`config.mk`:
```
export PLATFORM = sky130hd
export DESIGN_NAME = fifo_flex
export DESIGN_NICKNAME = d
export VERILOG_FILES = /design/src/rtl/fifo_flex.sv
export SDC_FILE = /design/constraint.sdc
export NUM_CORES = 1
export LEC_CHECK = 0
export CAP_MARGIN = 30
export CELL_PAD_IN_SITES_DETAIL_PLACEMENT = 2
export CELL_PAD_IN_SITES_GLOBAL_PLACEMENT = 2
export CORE_MARGIN = 2
export CORE_UTILIZATION = 42
export CTS_BUF_LIST = sky130_fd_sc_hd__clkbuf_8
export DETAILED_ROUTE_END_ITERATION = 8
export PLACE_DENSITY = 0.89
export SLEW_MARGIN = 15
export SYNTH_ARGS = -nofsm -noshare
export SYNTH_HDL_FRONTEND = slang
export SYNTH_SLANG_ARGS = --single-unit
export TNS_END_PERCENT = 30
```
`constraint.sdc`:
```
create_clock -name clk -period 3 [get_ports clk]
set_clock_uncertainty 0.05 [all_clocks]
set_input_delay 0.6 -clock clk [delete_from_list [all_inputs] [get_ports clk]]
set_output_delay 0.6 -clock clk [all_outputs]
set_load 0.02 [all_outputs]
```
`src/rtl/fifo_flex.sv`:
```
// fifo_flex: parametrised synchronous FIFO for the PCIe switch datapath,
// between the per-lane demux and the arbiter/mux stages.
// It has runtime almost-full/almost-empty thresholds, a hysteretic upstream
// pause, an occupancy output and sticky overflow/underflow flags.
// Storage is an internal register array. The array is not reset.
// Optional feature: define FIFO_FWFT_EN for first-word fall-through reads.
// The default build uses a registered read path with 1-cycle latency.
module fifo_flex #(
  parameter int DATA_SIZE = 10,
  parameter int ADDR_W    = 3
) (
  input  logic                 clk,
  input  logic                 reset,
  input  logic                 write,
  input  logic [DATA_SIZE-1:0] data_in_push,
  input  logic                 read,
  output logic [DATA_SIZE-1:0] data_out_pop,
  output logic                 data_valid,
  input  logic [ADDR_W:0]      th_almost_full,
  input  logic [ADDR_W:0]      th_almost_empty,
  input  logic                 err_clear,
  output logic [ADDR_W:0]      fifo_count,
  output logic                 fifo_full,
  output logic                 fifo_empty,
  output logic                 almost_full,
  output logic                 almost_empty,
  output logic                 fifo_pause,
  output logic                 err_overflow,
  output logic                 err_underflow
);

  localparam int DEPTH = 2 ** ADDR_W;
  localparam logic [ADDR_W:0]   DEPTH_CNT = (ADDR_W + 1)'(DEPTH);
  localparam logic [ADDR_W:0]   CNT_ONE   = (ADDR_W + 1)'(1);
  localparam logic [ADDR_W-1:0] PTR_ONE   = ADDR_W'(1);

  logic [DATA_SIZE-1:0] mem [DEPTH];
  logic [ADDR_W-1:0]    wr_ptr;
  logic [ADDR_W-1:0]    rd_ptr;
  logic [ADDR_W:0]      count;
  logic [ADDR_W:0]      count_next;
  logic                 wr_acc;
  logic                 rd_acc;

  // The flags decode from the registered count, so they change one edge after the access.
  assign fifo_count   = count;
  assign fifo_full    = (count == DEPTH_CNT);
  assign fifo_empty   = (count == '0);
  assign almost_full  = (count >= th_almost_full);
  assign almost_empty = (count != '0) && (count <= th_almost_empty);

  // A full FIFO rejects writes and an empty FIFO rejects reads, even when both are requested.
  assign wr_acc = write && !fifo_full;
  assign rd_acc = read && !fifo_empty;

  // Next occupancy. A simultaneous accepted push and pop leaves the count unchanged.
  always_comb begin
    count_next = count;
    if (wr_acc && !rd_acc)
      count_next = count + CNT_ONE;
    else if (rd_acc && !wr_acc)
      count_next = count - CNT_ONE;
  end

  // Storage write. The array is deliberately left out of reset.
  always_ff @(posedge clk) begin
    if (wr_acc)
      mem[wr_ptr] <= data_in_push;
  end

  // Pointers and occupancy. The pointers wrap naturally at DEPTH.
  always_ff @(posedge clk or negedge reset) begin
    if (!reset) begin
      wr_ptr <= '0;
      rd_ptr <= '0;
      count  <= '0;
    end else begin
      if (wr_acc)
        wr_ptr <= wr_ptr + PTR_ONE;
      if (rd_acc)
        rd_ptr <= rd_ptr + PTR_ONE;
      count <= count_next;
    end
  end

  // Hysteretic pause, judged on the next count so it moves on the same edge as fifo_count.
  // The set condition wins when the thresholds overlap.
  always_ff @(posedge clk or negedge reset) begin
    if (!reset)
      fifo_pause <= 1'b0;
    else if (count_next >= th_almost_full)
      fifo_pause <= 1'b1;
    else if (count_next <= th_almost_empty)
      fifo_pause <= 1'b0;
  end

  // Sticky error flags. A new error event in the same cycle overrides err_clear.
  always_ff @(posedge clk or negedge reset) begin
    if (!reset) begin
      err_overflow  <= 1'b0;
      err_underflow <= 1'b0;
    end else begin
      if (write && fifo_full)
        err_overflow <= 1'b1;
      else if (err_clear)
        err_overflow <= 1'b0;
      if (read && fifo_empty)
        err_underflow <= 1'b1;
      else if (err_clear)
        err_underflow <= 1'b0;
    end
  end

`ifdef FIFO_FWFT_EN
  // Fall-through: the head word is always presented. A read only acknowledges it.
  assign data_out_pop = mem[rd_ptr];
  assign data_valid   = !fifo_empty;
`else
  // Registered pop: the word appears one cycle after the read and then holds.
  always_ff @(posedge clk or negedge reset) begin
    if (!reset) begin
      data_out_pop <= '0;
      data_valid   <= 1'b0;
    end else begin
      data_valid <= rd_acc;
      if (rd_acc)
        data_out_pop <= mem[rd_ptr];
    end
  end
`endif

endmodule

```
Word level (Yosys, flattened, before mapping)

Memory sizes are Yosys's and may differ from the RTL's. A register that Yosys moved wholly into a read port is not among the register bits.
Index checks and enable logic that the tools add are counted.

Flip-flop bits (word level): 14
Bits in writable memories: 80
Input bits: 23
Output and inout bits: 22
Word-level logic and storage cells: 43
Memories kept: 1

$add $sub $neg: 4
Magnitude comparators: 4
Equal/unequal tests: 1
Muxes and demuxes: 9
Reduce and logical (&&, ||, !) cells: 17

Memory list:

| memory | depth | width | read ports | clocked after memory_dff | wr ports | line | source |
|---|---|---|---|---|---|---|---|
| mem    | 8     | 10    | 1          | 1                        | 1        | 37   | `logic [DATA_SIZE-1:0] mem [DEPTH];` |

Operators with widths:

| kind                | count |
|---|---|
| $ge 4x4->1          | 2 |
| $le 4x4->1          | 2 |
| $mux 4              | 2 |
| $logic_and 1x1->1   | 7 |
| $mux 1              | 7 |
| $add 3x1->3 const B | 2 |
| $reduce_bool 2->1   | 3 |
| $logic_not 1->1     | 5 |
| $add 4x1->4 const B | 1 |
| $eq 4x4->1 const B  | 1 |
| $logic_not 4->1     | 1 |
| $reduce_bool 4->1   | 1 |
| $sub 4x1->4 const B | 1 |

Logic depth before layout (Yosys ltp)

Depth after elaboration: 10
Mapped depth: 13
Depth with buffers taken out: 12

Worst setup path before layout

No wires, ideal clock.

Kind: register to register
Start: register count[0], in the netlist fifo_count[0]
End: register fifo_pause
Library setup time: 0.124 ns
Arrival time: 2.866 ns
Data required time: 2.826 ns
Setup slack: -0.039 ns
Cell stages (with the launch flop): 13
Buffers on the path: 1
Period minus slack after synthesis: 3.039 ns
Cells stage by stage: dfrtp_1 inv_1 ha_1 nor3b_2 nand2b_1 buf_6 xnor2_2 xnor2_1 ha_1 nand2b_1 a21o_1 a21o_1 a211o_1

Elaborated cells between the ends (all ways): 18
Those cells by class: add/sub (2); order compare (2); eq/ne (1); mux (3); reduce/logical (10)

RTL lines:

| what                                                 | line   | source |
|---|---|---|
| start: declaration                                   | 40     | `logic [ADDR_W:0] count;` |
| start signal: assignment                             | 82     | `count <= count_next;` |
| $logic_not 4->1 *                                    | 48     | `assign fifo_empty = (count == '0);` |
| named net fifo_empty                                 | 24     | `output logic fifo_empty,` |
| $logic_not 1->1 *                                    | 54     | `assign rd_acc = read && !fifo_empty;` |
| $logic_and 1x1->1 *                                  | 54     |  |
| $logic_and 1x1->1 or $logic_not 1->1 (tied branches) | 61, 59 |  |
| $mux 4 or $logic_and 1x1->1 (tied branches)          | 61, 59 |  |
| $mux 4 *                                             | 59     | `if (wr_acc && !rd_acc)` |
| $ge 4x4->1 or $le 4x4->1 (tied branches)             | 91, 93 |  |
| $mux 1 or $reduce_bool 2->1 (tied branches)          | --     |  |
| end signal: assignment                               | 90     | `fifo_pause <= 1'b0;` |
| end signal: assignment                               | 92     | `fifo_pause <= 1'b1;` |
| end signal: assignment                               | 94     | `fifo_pause <= 1'b0;` |
| end: declaration                                     | 27     | `output logic fifo_pause,` |

The timed path passes the listed nets; every way through them passes the cells marked *.
A chain may end at the register's enable or synchronous reset.

Worst setup path after layout

Start: input th_almost_empty[1]
End: output almost_empty

Word-level cells in the longest chain between the ends: 2

RTL lines:

| what               | line | source |
|---|---|---|
| start: declaration | 20   | `input logic [ADDR_W:0] th_almost_empty,` |
| $le 4x4->1         | 50   | `assign almost_empty = (count != '0) && (count <= th_almost_empty);` |
| $logic_and 1x1->1  | 50   |  |
| end: declaration   | 26   | `output logic almost_empty,` |

No other way between the ends.

==> impl_metrics.ini <==
[clock_network]
clock_path_buffers = 2
cts_setup_buffers = 0
htreeDepth = 3
cts-root-buf = clkbuf_8
insertion_delay_ps = 370
cts_tree = built
numCtsBuffers = 9
cts.sinks = 104
path_clk_slew_ps = 100

[critical_path]
cpPeakStageDelay_ps = 460
startpoint_type = input port
crit_top_cell = a21oi_1
crit_required_ps = 2350
path_delay_family = buffers and inverters
critPathCaptureType = primary output
crit_buf_inv = 3
cp_cell_sequence = clkdlybuf4s50_1, inv_1, ha_1, a21oi_1, o21ai_0, a21oi_1, dlygate4sd2_1
worstPathMaxFanout = 2
critPathKind = in -> out
crit_slowest_cell = clkdlybuf4s50_1
cp.arrival_ps = 2190

[final_layout]
final_cell_mix = 80 x edfxtp_1, 42 x clkdlybuf4s50_1, 40 x mux2i_1, 34 x nand2_1, 30 x buf_4
syn2layout_area_growth_pct = 21.1
final_area_mm2 = 0.00547
final_common_cell = edfxtp_1
multi_input_area_mm2 = 0.00141
drive_gt1_frac = 0.145
diodes = 0
nets = 425
nFillCells = 967
regArea_mm2 = 0.00300

[sta]
period_needed_ps = 2840
slew_viol_final = 0
max-slew-margin-rel = 0.363
tightest_slew_ps = 954
fin_hold_ws_ps = 439
layout_setup_ws_ps = 155
max_freq_ghz = 0.352
grt_setup_unrepaired = no
report.final.setup_viol = 0
hold_viol = 0
finalCritPeriodShare = 0.948

[power_and_ir_drop]
switchingPower_w = 0.00211
cellPowerDensity_mw_per_mm2 = 975
power_frac_clock = 0.159
switching_share = 0.395
ir_drop_mv = 0.372
p_leak_nw = 2.18
seq_power_share = 0.406
internal_power_w = 0.00323
comb_power_share = 0.434

[detailed_routing]
wl_um = 12300
vias = 2841
drt-vias-per-instance = 5.43
drt_iter0_markers = 148
detail_route.wl_per_cell_um = 23.5
firstDrtPassIters = 4
ant_nets = 0
drc = 0

[placed_design]
place_ws_ps = -202
placedInstanceArea_mm2 = 0.00529
io_buffer_count = 44
globalplace.congestion = 0.764
dp.final_hpwl_um = 8650

[floorplan]
dieHeight_um = 108
start_util = 0.436
core_area_mm2 = 0.0104
ios = 45
die_w_um = 108
dieArea_mm2 = 0.0116
rows = 37

[synth]
synth.distinct_cells = 37
yosys_warnings = 0
syn-mean-instance-area_um2 = 14.6
syn-cell-area_mm2 = 0.00452
synth_cells = 309
synth-seq-cells = 104
synth_nets = 352
synth_seq_area_share = 0.664

[global_route]
track_usage = 0.227
grt_pass1_wl_um = 18800
grt_pass1_vias = 3262
grt-ovfl-total = 0
antenna_found_initial = 0
grt_max_degree = 23

[run_status]
status = completed

[job]
maxCapViolCount = 0

[min_path]
hp-class = reg -> reg
==> Yosys cell counts <==
master    count  share of area
nand2b_1      5         0.0069
nand3_1      10          0.011
buf_2         5         0.0055
dfrtp_1      24           0.13
nand4b_1      1         0.0019
nor2b_1       3         0.0042
maj3_2        1         0.0025
a21oi_1       6         0.0066
nand3b_1      1         0.0017
ha_1         20          0.055
and2_1        1         0.0014
nand2_1      34          0.028
inv_4         1         0.0014
a31oi_1       1         0.0014
xnor2_1       8          0.016
o22ai_2       1         0.0028
a21o_1        5         0.0083
a22o_1        2         0.0039
edfxtp_1     80           0.53
buf_4         1         0.0017
xnor2_2       1         0.0036
and2_4        1         0.0019
a22oi_1      20          0.033
inv_1        11         0.0091
nor3b_2       1         0.0028
nor3_1        5         0.0055
nor2_1        5         0.0042
a31oi_4       1         0.0047
a211o_1       1         0.0019
mux2i_1      40          0.089
a211oi_1      1         0.0017
nand4_1       2         0.0028
buf_6         3         0.0075
o21ai_0       2         0.0022
nor4_1        1         0.0014
buf_1         3         0.0025
o211ai_1      1         0.0017
==> power groups by stage <==
stage                     Clock (W)  Sequential, W  Combinational, W
after global routing       0.000911        0.00221           0.00251
after floorplan                   0        0.00221           0.00128
final                      0.000850        0.00217           0.00232
after detailed placement          0        0.00220           0.00233
after CTS                  0.000865        0.00217           0.00234
after global placement            0        0.00215           0.00213
==> final timing paths <==
path | start | end | slack [ps] | cells past startpoint
max in group asynchronous | reset | data_out_pop[8] | 1600 | 2
worst max-delay path | th_almost_empty[1] | almost_empty | 160 | 7
worst min-delay path | data_out_pop[2] | data_out_pop[2] | 440 | 2
min in group asynchronous | reset | fifo_count[0] | 670 | 1
worst min register to register | data_out_pop[2] | data_out_pop[2] | 440 | 2
worst max register to register | fifo_count[0] | fifo_pause | 170 | 11
==> sequential cells by signal, indices dropped and copies added, names as in the netlist <==
signal / count
mem: 80
fifo_count: 4
err_overflow: 1
err_underflow: 1
data_out_pop: 10
rd_ptr: 3
data_valid: 1
wr_ptr: 3
fifo_pause: 1
==> logic make-up (layout without fill, tap and decap cells) <==
group / count (synthesis) / in the layout / synth area share
fa+ha+maj: 21 / 21 / 0.0579
simple gates: 70 / 70 / 0.0739
flops: 104 / 104 / 0.664
buf+inv: 24 / 102 / 0.0277
compound gates: 41 / 41 / 0.0684
mux: 40 / 40 / 0.0886
xor+xnor: 9 / 9 / 0.0191
==> final cells by class <==
cell class | count | share of cell area
Sequential cell | 104 | 0.549
Multi-Input combinational cell | 181 | 0.257
Timing Repair Buffer | 74 | 0.121
Tap cell | 136 | 0.0311
Clock buffer | 9 | 0.0226
Clock inverter | 7 | 0.0110
Inverter | 12 | 0.00869
==> stage by stage <==
step	TNS [ps]	utilization	power, W	std cells
finish	0	0.528	0.00534	523
floorplan	0	-	0.00349	309
detailed placement	-427	0.510	0.00453	507
global placement	-164	0.510	0.00428	507
global route	0	0.528	0.00563	523
CTS	0	0.528	0.00538	523
==> worst register-to-register path: cells and delay by family (launching register included) <==
| family | cells | cell delay (ps) |
|---|---|---|
| AOI/OAI and AO/OA | 3 | 650 |
| buffers and inverters | 1 | 70 |
| and+or+nand+nor | 3 | 600 |
| adders and majority gates | 2 | 510 |
| xor gates and xnor gates | 2 | 440 |
| DFF | 1 | 380 |
==> per-layer routing <==
metal / up-vias / global-route usage / part of all wire
met5: - / 0 / 0
met4: 0 / 0.0641 / 0.011
met3: 13 / 0.0387 / 0.046
met2: 76 / 0.404 / 0.53
met1: 1458 / 0.284 / 0.41
li1: 1294 / - / -
==> timing repair <==
action,CTS,global route
hold buffers,0,0
setup endpoints to repair,2,2
resized for setup,2,3
Power figures use the tool's default switching activity.
